File: src/rtl/ram_access_arbiter.sv
// Round-robin arbiter sharing the write and read ports of a dual-port RAM among N requesters.
// Optional same-address write-to-read bypass is enabled by defining RAM_ACCESS_ARBITER_BYPASS_EN.
module ram_access_arbiter #(
   parameter int WIDTH         = 8,
   parameter int DEPTH         = 16,
   parameter int ADDRESS_WIDTH = $clog2(DEPTH),
   parameter int REQUESTERS    = 2
) (
   input  logic                               clock,
   input  logic                               reset,
   input  logic [REQUESTERS-1:0]              request_valid,
   input  logic [REQUESTERS-1:0]              request_write,
   input  logic [REQUESTERS*ADDRESS_WIDTH-1:0] request_address,
   input  logic [REQUESTERS*WIDTH-1:0]        request_data,
   output logic [REQUESTERS-1:0]              request_ready,
   output logic [REQUESTERS-1:0]              response_valid,
   output logic [WIDTH-1:0]                   response_data,
   output logic                               memory_write_enable,
   output logic [ADDRESS_WIDTH-1:0]           memory_write_address,
   output logic [WIDTH-1:0]                   memory_write_data,
   output logic                               memory_read_enable,
   output logic [ADDRESS_WIDTH-1:0]           memory_read_address,
   input  logic [WIDTH-1:0]                   memory_read_data
);

   localparam int PW = (REQUESTERS > 1) ? $clog2(REQUESTERS) : 1;

   logic [PW-1:0]         write_ptr_q, write_ptr_d;
   logic [PW-1:0]         read_ptr_q, read_ptr_d;
   logic [REQUESTERS-1:0] response_valid_q;
   logic [REQUESTERS-1:0] write_gnt_s, read_gnt_s;

   // Requests at or above the pointer win first; otherwise wrap to the lowest index.
   function automatic logic [REQUESTERS-1:0] rr_pick(input logic [REQUESTERS-1:0] req,
                                                     input logic [PW-1:0] ptr);
      logic [REQUESTERS-1:0] mask;
      logic [REQUESTERS-1:0] masked;
      logic [REQUESTERS-1:0] pick;
      mask = '0;
      for (int i = 0; i < REQUESTERS; i++) begin
         mask[i] = (i >= int'(ptr));
      end
      masked = req & mask;
      if (masked != '0) begin
         pick = masked & (~masked + REQUESTERS'(1));
      end else begin
         pick = req & (~req + REQUESTERS'(1));
      end
      return pick;
   endfunction

   function automatic logic [PW-1:0] next_ptr(input logic [REQUESTERS-1:0] gnt);
      logic [PW-1:0] nxt;
      nxt = '0;
      for (int i = 0; i < REQUESTERS; i++) begin
         if (gnt[i]) begin
            nxt = (i == REQUESTERS - 1) ? PW'(0) : PW'(i + 1);
         end
      end
      return nxt;
   endfunction

   always_comb begin
      write_gnt_s          = '0;
      read_gnt_s           = '0;
      memory_write_address = '0;
      memory_write_data    = '0;
      memory_read_address  = '0;
      if (reset) begin
         write_gnt_s = '0;
         read_gnt_s  = '0;
      end else begin
         write_gnt_s = rr_pick(request_valid & request_write, write_ptr_q);
         read_gnt_s  = rr_pick(request_valid & ~request_write, read_ptr_q);
      end
      for (int i = 0; i < REQUESTERS; i++) begin
         if (write_gnt_s[i]) begin
            memory_write_address = request_address[i*ADDRESS_WIDTH +: ADDRESS_WIDTH];
            memory_write_data    = request_data[i*WIDTH +: WIDTH];
         end
         if (read_gnt_s[i]) begin
            memory_read_address = request_address[i*ADDRESS_WIDTH +: ADDRESS_WIDTH];
         end
      end
      write_ptr_d = (write_gnt_s != '0) ? next_ptr(write_gnt_s) : write_ptr_q;
      read_ptr_d  = (read_gnt_s != '0) ? next_ptr(read_gnt_s) : read_ptr_q;
   end

   assign request_ready       = write_gnt_s | read_gnt_s;
   assign memory_write_enable = |write_gnt_s;
   assign memory_read_enable  = |read_gnt_s;
   // A response pending across a reset edge is suppressed while reset is still high.
   assign response_valid      = reset ? '0 : response_valid_q;

   always_ff @(posedge clock) begin
      if (reset) begin
         write_ptr_q      <= '0;
         read_ptr_q       <= '0;
         response_valid_q <= '0;
      end else begin
         write_ptr_q      <= write_ptr_d;
         read_ptr_q       <= read_ptr_d;
         response_valid_q <= read_gnt_s;
      end
   end

`ifdef RAM_ACCESS_ARBITER_BYPASS_EN
   logic             bypass_q, bypass_d;
   logic [WIDTH-1:0] bypass_data_q;

   assign bypass_d = memory_write_enable & memory_read_enable &
                     (memory_write_address == memory_read_address);

   always_ff @(posedge clock) begin
      if (reset) begin
         bypass_q      <= 1'b0;
         bypass_data_q <= '0;
      end else begin
         bypass_q      <= bypass_d;
         bypass_data_q <= memory_write_data;
      end
   end

   assign response_data = bypass_q ? bypass_data_q : memory_read_data;
`else
   assign response_data = memory_read_data;
`endif

endmodule

File: config.mk
export PLATFORM = sky130hd
export DESIGN_NAME = ram_access_arbiter
export DESIGN_NICKNAME = d
export VERILOG_FILES = /design/src/rtl/ram_access_arbiter.sv
export SDC_FILE = /design/constraint.sdc
export NUM_CORES = 1
export LEC_CHECK = 0
export ABC_CLOCK_PERIOD_IN_PS = 1000
export BUFFER_PORTS_ARGS = -buffer_cell sky130_fd_sc_hd__buf_2
export CORE_UTILIZATION = 27
export CTS_CLUSTER_SIZE = 10
export DETAILED_ROUTE_END_ITERATION = 10
export PLACE_DENSITY = 0.79
export SYNTH_ARGS = -nofsm -noshare
export SYNTH_HDL_FRONTEND = slang
export SYNTH_SLANG_ARGS = --single-unit
export TNS_END_PERCENT = 30
File: constraint.sdc
create_clock -name clock -period 1 [get_ports clock]
set_input_delay 0.05 -clock clock [delete_from_list [all_inputs] [get_ports clock]]
set_output_delay 0.05 -clock clock [all_outputs]
set_load 0.02 [all_outputs]
# After elaboration in Yosys (flattened, before gate mapping)
# Index checks and enable logic that the tools add are counted.
# classes
add_sub_neg	4
order_cmp	2
muxes	15
bitwise_logic	14
reduce_logical	6
# ops
cell	count
$and A2 B2 Y2	8
$mux W4	4
$mux W8	2
$mux W2	5
$not A2 Y2	5
$add A2 B1 Y2 const B	4
$reduce_bool A2 Y1	4
$mux W1	4
$reduce_or A2 Y1	2
$ge A1 B1 Y1 const A	2
$or A2 B2 Y2	1
# word_totals
reg_bits	4
output_inout_bits	30

# Logic depth before layout (Yosys ltp)
# Gate-level depths: netlist of the first run.
# depth
ltp_word	10
mapped_depth	4
depth_no_buf	3

# Least setup slack after synthesis of the first run
# OpenSTA, ideal clock, no wires.
# synth_timing
path_type	flip-flop to output port
start	reg read_ptr_q
end	out memory_read_address[0]
t_arrival_ps	1091
required_ps	950
path_slack_ps	-141
path_stages_with_launch	5
path_cell_list	dfxtp_1 > nor3b_1 > or2_1 > buf_6 > o22ai_1
# synth_via
elab_chain_len	9
elab_cells_between_ends	10
cone_classes	1 x add/sub; 1 x order compare; 4 x mux; 3 x bitwise; 1 x reduce/logical
# synth_lines
element	line_no	rtl
from (decl)	29	logic [PW-1:0] read_ptr_q, read_ptr_d;
from (signal assigned)	102	read_ptr_q <= read_ptr_d;
$ge A1 B1 Y1 (*)	41	mask[i] = (i >= int'(ptr));
$and A2 B2 Y2 (*)	43	masked = req & mask;
$not A2 Y2	45	pick = masked & (~masked + REQUESTERS'(1));
$add A2 B1 Y2	45	
$and A2 B2 Y2	45	
$mux W2 (*)	44	if (masked != '0) begin
$mux W2 (*)	69	if (reset) begin
$mux W4	81	if (read_gnt_s[i]) begin
$mux W4 (*)	81	
to (decl)	22	output logic [ADDRESS_WIDTH-1:0] memory_read_address,
# Mark *: on every way between the ends. The rest lies on a longest branch, timed or not.

# Final worst setup path of the first run
# layout_timing
start	reg write_ptr_q
end	out memory_write_data[1]
# layout_via
elab_chain_len	9
elab_cells_between_ends	10
cone_classes	1 x add/sub; 1 x order compare; 4 x mux; 3 x bitwise; 1 x reduce/logical
# layout_lines
element	line_no	rtl
from (decl)	28	logic [PW-1:0] write_ptr_q, write_ptr_d;
from (signal assigned)	101	write_ptr_q <= write_ptr_d;
$ge A1 B1 Y1 (*)	41	
$and A2 B2 Y2 (*)	43	
$not A2 Y2	45	
$add A2 B1 Y2	45	
$and A2 B2 Y2	45	
$mux W2 (*)	44	
$mux W2 (*)	69	
$mux W8	77	if (write_gnt_s[i]) begin
$mux W8 (*)	77	
to (decl)	20	output logic [WIDTH-1:0] memory_write_data,
# Marked as above.

==> key figures, run 1 <==
Run status
  • Status: finished, violations left
  • Violated checks: negative setup slack

Global routing
  • First-pass GRT wire length: 2740 um
  • Antenna violations before repair: 0
  • Vias in the first global route: 704
  • Grt ovf: 0
  • Pin count of the biggest net entering global routing: 10
  • Overall Global Routing Usage: 18.8%

Routing
  • Detail Route Antenna Nets: 0
  • Via Count: between 700 and 800
  • Routed vias/inst: roughly 5.0
  • 1st-pass router iterations: 4
  • Routed length on met2: 976 um
  • Wire per inst: between 10 and 15 um
  • Number of remaining DRC errors: 0
  • WL met3: between 150 and 200 um
  • Final WL: ~1800 um
  • DR top layer: met4
  • Post-Route M1 WL: 607 um
  • DRT iter0 DRCs: 18

STA
  • Final hold violation count: 0
  • RSZ-0062 raised after global routing: true
  • Final Slew Violations: 0
  • Max Freq: 691 MHz
  • Tightest Pin Transition: between 0.3 and 0.4 ns
  • Final Cycle Share: 145%
  • Setup TNS: -6.76 ns
  • Skew final: roughly 0.004 ns
  • Worst setup margin: -0.446 ns
  • Fin crit period: 1.45 ns
  • Rel. slew slack: just under 80%
  • Final setup vio count: 18

Synthesis
  • Synth top area cells: dfxtp_1, a22o_1, buf_4, nand2b_1, o22ai_1
  • Ys Warns: 0
  • Seq/Total Area, Yosys: about 16%
  • Post-synth design cell area: between 500 and 600 um^2
  • Leading area contributor after synthesis: dfxtp_1
  • Synth Instances: between 60 and 70
  • Netlist cell types: 21
  • Synthesized flop and latch total: 4
  • Synth Net Count: between 100 and 150
  • Syn_area_per_cell: between 7 and 8 um^2
  • Yosys top cell area share: ~16%

Power
  • Peak supply drop: between 500 and 600 uV
  • Pleak: 0.469 nW
  • Power Density: between 700 and 800 nW/um^2

Flow run
  • Max-cap viol count: 0

Worst setup path
  • CP max-delay cell: nor3b_4
  • Register-to-register path setup slack: 0.04 ns
  • CP Max Fanout: 8
  • Critical path capture point type: output port
  • Critical Path RT: 0.95 ns
  • WP data arrival: ~1.4 ns
  • Setup crit start: write_ptr_q
  • Reg2reg start: read_ptr_q
  • Buf+Inv Stages, Crit Path: 1
  • Critical path type: reg -> out
  • CP delay by family, top: simple AND/OR/NAND/NOR gates
  • CP max stage delay: 0.35 ns
  • Crit path cell chain: nand3b_1 -> nor3b_4 -> a22o_1 -> buf_6
  • CP Launch Type: register

Floorplan
  • Die height: around 45 um
  • Core area: 1750 um^2
  • DIE WIDTH: 45.4 um
  • Starting density of the core: between 20 and 30%
  • Die footprint: 2060 um^2
  • Row count: 15
  • I/O pin total: 68

Cells and area
  • Final Non-Filler Cells: 145
  • Final instance area: a little under 1000 um^2
  • Commonest cells after routing, fill and taps aside: buf_2, buf_4, buf_6
  • Post-layout util: between 50% and 60%
  • Nets@finish: 160
  • Synth-to-layout area growth: 91.1%
  • Most common cell after layout, fill and taps aside: buf_2
  • N_diodes: 0
  • Share of cells above drive strength 1: roughly two thirds

Min path
  • Hold path start: memory_read_data[6]
  • Tightest Hold Check Type: in -> out

CTS
  • CTS Hold Buffers Added: 0
  • H-Tree Depth: 1
  • CTS Buf Count: 3
  • CTS root buf: clkbuf_4
  • TritonCTS clock tree: built
  • Clock latency on the worst-skew pair: between 0.2 and 0.25 ns
  • Clock Pin Slew Worst Setup and Hold Paths: 0.04 ns
  • Clock Path Buffers: 2
  • Clk sinks: 4

Placed design
  • GPL Wtd Cong: between 0.6 and 0.7
  • Final HPWL DP: 1490 um
  • Buffers on Ports: ~50
  • Dpl cells: around 140
  • Placed Instance Area: about 860 um^2
[cells in the mapped netlist (all sizes together)]
master / count
nor2: 3
buf: 11
nor3b: 3
nor2b: 2
nand2: 3
inv: 1
nand3b: 1
dfxtp: 4
o21bai: 1
a21oi: 6
a22o: 8
o22ai: 8
or2: 1
nand3: 3
nand2b: 10
[flip-flops by register name, indices dropped and copies added (netlist names)]
signal,cells
write_ptr_q,1
read_ptr_q,1
response_valid_q,2
[power by group]
| part | switching (mW) | total (mW) | leakage, nW | internal (mW) |
|---|---|---|---|---|
| clock | 0.0578 | 0.191 | 0.0138 | 0.134 |
| combinational | 0.197 | 0.394 | 0.422 | 0.197 |
| sequential | 0.00398 | 0.174 | 0.0336 | 0.170 |
| total | 0.259 | 0.760 | 0.469 | 0.500 |
[cell families after synthesis]
kind of cell,synth area share [%]
and+or+nand+nor,35.7
AOI/OAI and AO/OA,31.8
buffers and inverters,16.7
DFF,15.8
[layer usage]
metal	vias to the layer above	track usage, %
met5	-	0
met2	48	38.8
met4	0	7.27
met3	6	5.95
li1	344	-
met1	331	16.2
[layout make-up]
cell class | count | area [um^2]
fillers | 171 | 774
repair buffers | 63 | 428
multi-input cells | 49 | 403
flip-flops and latches | 4 | 82.6
well taps | 25 | 31.3
clock buffers | 3 | 22.5
inverters | 1 | 3.75
[stage by stage]
stage / power (mW) / setup WS [ns] / hold slack, ns
6_report: 0.760 / -0.446 / 0.100
5_1_grt: 0.820 / -0.540 / 0.100
4_1_cts: 0.755 / -0.414 / 0.100
3_5_place_dp: 0.530 / -0.206 / 0.100
3_3_place_gp: 0.523 / -0.152 / 0.100
2_1_floorplan: 0.418 / -0.0832 / 0.213
[timing repair]
item | 4_1_cts | 5_1_grt
endpoints found under the setup margin | 19 | 19
pin swaps | 9 | 8
gates resized for setup | 17 | 10
buffers inserted | 1 | 0
[worst register-to-register path: stages (launching register included)]
cell     delay, ns
dfxtp_2       0.31
nor3b_2       0.18
or2_1         0.17
buf_12        0.14
nor2_1        0.04
[final timing paths]
check,endpoint,depth (start not counted)
worst max-delay path,memory_write_data[1],4
worst min register to register,write_ptr_q,2
worst max register to register,response_valid_q[1],4
worst min-delay path,response_data[6],0
No activity file was read; power rests on OpenSTA's default activity.
==> run 2: changes to the inputs <==
--- a/config.mk
+++ b/config.mk
@@ -5,9 +5,11 @@
 export SDC_FILE = /design/constraint.sdc
 export NUM_CORES = 1
 export LEC_CHECK = 0
+export ABC_AREA = 1
 export ABC_CLOCK_PERIOD_IN_PS = 1000
 export BUFFER_PORTS_ARGS = -buffer_cell sky130_fd_sc_hd__buf_2
-export CORE_UTILIZATION = 27
+export CORE_ASPECT_RATIO = 1.1
+export CORE_UTILIZATION = 28
 export CTS_CLUSTER_SIZE = 10
 export DETAILED_ROUTE_END_ITERATION = 10
 export PLACE_DENSITY = 0.79
==> key figures, run 2 <==
Power
  • Comb pwr share: between 40% and 50%
  • Peak supply drop: 523 uV
  • Pleak: ~0.53 nW
  • Power Density: 814 nW/um^2
  • NetSw: roughly 0.26 mW
  • Total Power: 0.689 mW
  • Int Pwr: approximately 0.43 mW
  • Sw frac: ~37%
  • Clock Power Share: a little under a third
  • Sequential Power Share: 25.5%

Synthesis
  • Ys Warns: 0
  • Synth top area cells: nand3_1, nand2_1, dfxtp_1, buf_4, inv_1
  • Share of synthesized registers carrying an async set or reset: 0%
  • Main synth FF type: dfxtp_1
  • Most instantiated cells after synthesis: nand3_1, nand2_1, buf_4, inv_1
  • Post-synth EDFFs: 0
  • Post-synth design cell area: roughly 550 um^2
  • Syn_area_per_cell: ~5.6 um^2
  • Count leader, synth: nand3_1
  • Leading area contributor after synthesis: nand3_1
  • Synth Net Count: 136
  • Synth Instances: between 90 and 100
  • Yosys top cell area share: approximately a third
  • Seq/Total Area, Yosys: between 10% and 20%
  • Netlist cell types: 11
  • Synthesized flop and latch total: 4

Routing
  • Routed vias/inst: 5.14
  • 1st-pass router iterations: 9
  • Via Count: 827
  • Wire per inst: 11.9 um
  • DRT iter0 DRCs: 35
  • Number of remaining DRC errors: 1
  • Final WL: 1910 um
  • Detail Route Antenna Nets: 0

Worst setup path
  • Buf+Inv Stages, Crit Path: 2
  • Worst R2R End: write_ptr_q
  • CP most frequent cell: nand2_1
  • WP data arrival: roughly 1.2 ns
  • Reg2reg start: write_ptr_q
  • Critical path capture point type: output port
  • Critical path type: reg -> out
  • Worst r2r path cells: 3
  • CP max-delay cell: dfxtp_2
  • CP Max Fanout: 3
  • Critical Path RT: between 0.9 and 1 ns
  • Crit path cell chain: nand3b_1 -> buf_4 -> nand2_1 -> nand2_1 -> buf_2
  • CP Launch Type: register
  • CP delay by family, top: buffers and inverters
  • Register-to-register path setup slack: roughly 0.15 ns
  • CP max stage delay: between 0.3 and 0.4 ns

Run status
  • Violated checks: design-rule violations, negative setup slack
  • Status: finished, violations left

Cells and area
  • Share of cells above drive strength 1: a little under half
  • N_diodes: 0
  • Commonest cells after routing, fill and taps aside: buf_2, nand3_1, nand2_1
  • Top flop regs: response_valid_q (2), read_ptr_q (1), write_ptr_q (1)
  • Post-layout util: 47.0%
  • Synth-to-layout area growth: 54.2%
  • Most common cell after layout, fill and taps aside: buf_2
  • Largest Register: response_valid_q
  • Max reg flops: 2
  • Nets@finish: 183
  • FILL cells: around 190

STA
  • Final setup vio count: 20
  • Final Cycle Share: 124%
  • Setup TNS: -3.91 ns
  • Tightest Pin Transition: 0.333 ns
  • Rel. slew slack: about 80%
  • Final hold violation count: 0
  • RSZ-0062 raised after global routing: true
  • Final Slew Violations: 0
  • Skew final: between 0.002 and 0.0025 ns
  • Max Freq: just over 800 MHz
  • Worst setup margin: -0.236 ns
  • Fin crit period: 1.24 ns

Min path
  • Hold EP: response_data[2]
  • Hold path start: memory_read_data[2]
  • Tightest Hold Check Type: in -> out
  • Hold Path Cell Cnt: 0

Placed design
  • Pre-CTS worst setup slack: -0.0151 ns
  • Buffers on Ports: roughly 50
  • GPL Wtd Cong: 0.738
  • Final HPWL DP: 1420 um

Flow run
  • Max-cap viol count: 0

CTS
  • Clock Pin Slew Worst Setup and Hold Paths: roughly 0.040 ns
  • Clock Path Buffers: 2
  • Clk sinks: 4
  • CTS Hold Buffers Added: 0
  • CTS Buf Count: 3
  • TritonCTS clock tree: built
  • H-Tree Depth: 1
  • Clock latency on the worst-skew pair: 0.24 ns
  • Post-CTS Setup Repair Bufs: 0
  • CTS root buf: clkbuf_4

Global routing
  • Grt ovf: 0
  • Top Usage Layer GRT: met2
  • Antenna violations before repair: 0
  • Pin count of the biggest net entering global routing: 14
  • First-pass GRT wire length: roughly 3100 um
  • Met3 Use GR: under 10%
  • Met1 Use GR: approximately 18%
  • Met2 Usage GRT: around a third
  • Overall Global Routing Usage: roughly 19%
  • Vias in the first global route: 770

Floorplan
  • Die footprint: approximately 2100 um^2
  • Row count: 16
  • Starting density of the core: between 30% and 40%
  • Core area: between 1500 and 2000 um^2
  • Die height: roughly 48 um
  • I/O pin total: just under 70
  • DIE WIDTH: around 44 um
[run 2: cell type report]
class	instances	area, um^2	area share, %
Timing Repair Buffer	55	328	38.7
Clock buffer	3	22.5	2.66
Sequential cell	4	82.6	9.75
Multi-Input combinational cell	74	365	43.1
Inverter	7	26.3	3.10
Tap cell	18	22.5	2.66
[run 2: cells by family (layout without fill, tap and decap cells)]
| group | count (synthesis) | in the layout | synth area share, % |
|---|---|---|---|
| and+or+nand+nor | 72 | 72 | 60.6 |
| DFF | 4 | 4 | 14.6 |
| AOI/OAI and AO/OA | 2 | 2 | 1.82 |
| buffers and inverters | 20 | 65 | 23.0 |
[run 2: worst max path at each step]
stage,from,to,depth (start not counted)
floorplan,write_ptr_q,memory_write_address[1],4
global placement,write_ptr_q,memory_write_address[3],5
detailed placement,write_ptr_q,memory_write_address[2],5
CTS,write_ptr_q,request_ready[1],5
global route,write_ptr_q,memory_write_address[0],5
finish,write_ptr_q,request_ready[1],5
[run 2: repair_timing]
action | 4_1_cts | 5_1_grt
resized for setup | 16 | 5
endpoints found under the setup margin | 20 | 20
pin swaps | 0 | 2
[run 2: worst reg2reg max path, stage by stage, from the launching register on]
cell	delay [ns]
dfxtp_2	0.31
nand3b_1	0.19
buf_4	0.17
a21oi_1	0.11
[run 2: power groups by stage]
stage | sequential (mW) | clock [mW] | combinational, mW
after floorplan | 0.175 | 0 | 0.205
after global placement | 0.176 | 0 | 0.274
after detailed placement | 0.176 | 0 | 0.278
after CTS | 0.175 | 0.214 | 0.296
after global routing | 0.176 | 0.233 | 0.334
final | 0.176 | 0.207 | 0.306
[run 2: metrics by stage]
| step | instance area [um^2] | cells | hold slack (ns) |
|---|---|---|---|
| final | 847 | 161 | 0.100 |
| after detailed placement | 757 | 158 | 0.100 |
| after global placement | 757 | 158 | 0.100 |
| after floorplan | 549 | 98 | 0.213 |
| after CTS | 828 | 161 | 0.100 |
| after global routing | 847 | 161 | 0.100 |
[run 2: per-layer routing]
metal | routed length (um) | part of all wire (%) | up-vias
li1 | - | - | 405
met1 | 735 | 38 | 370
met2 | 992 | 52 | 46
met3 | 127 | 6.6 | 6
met4 | 55 | 2.9 | 0
met5 | 0 | 0 | -
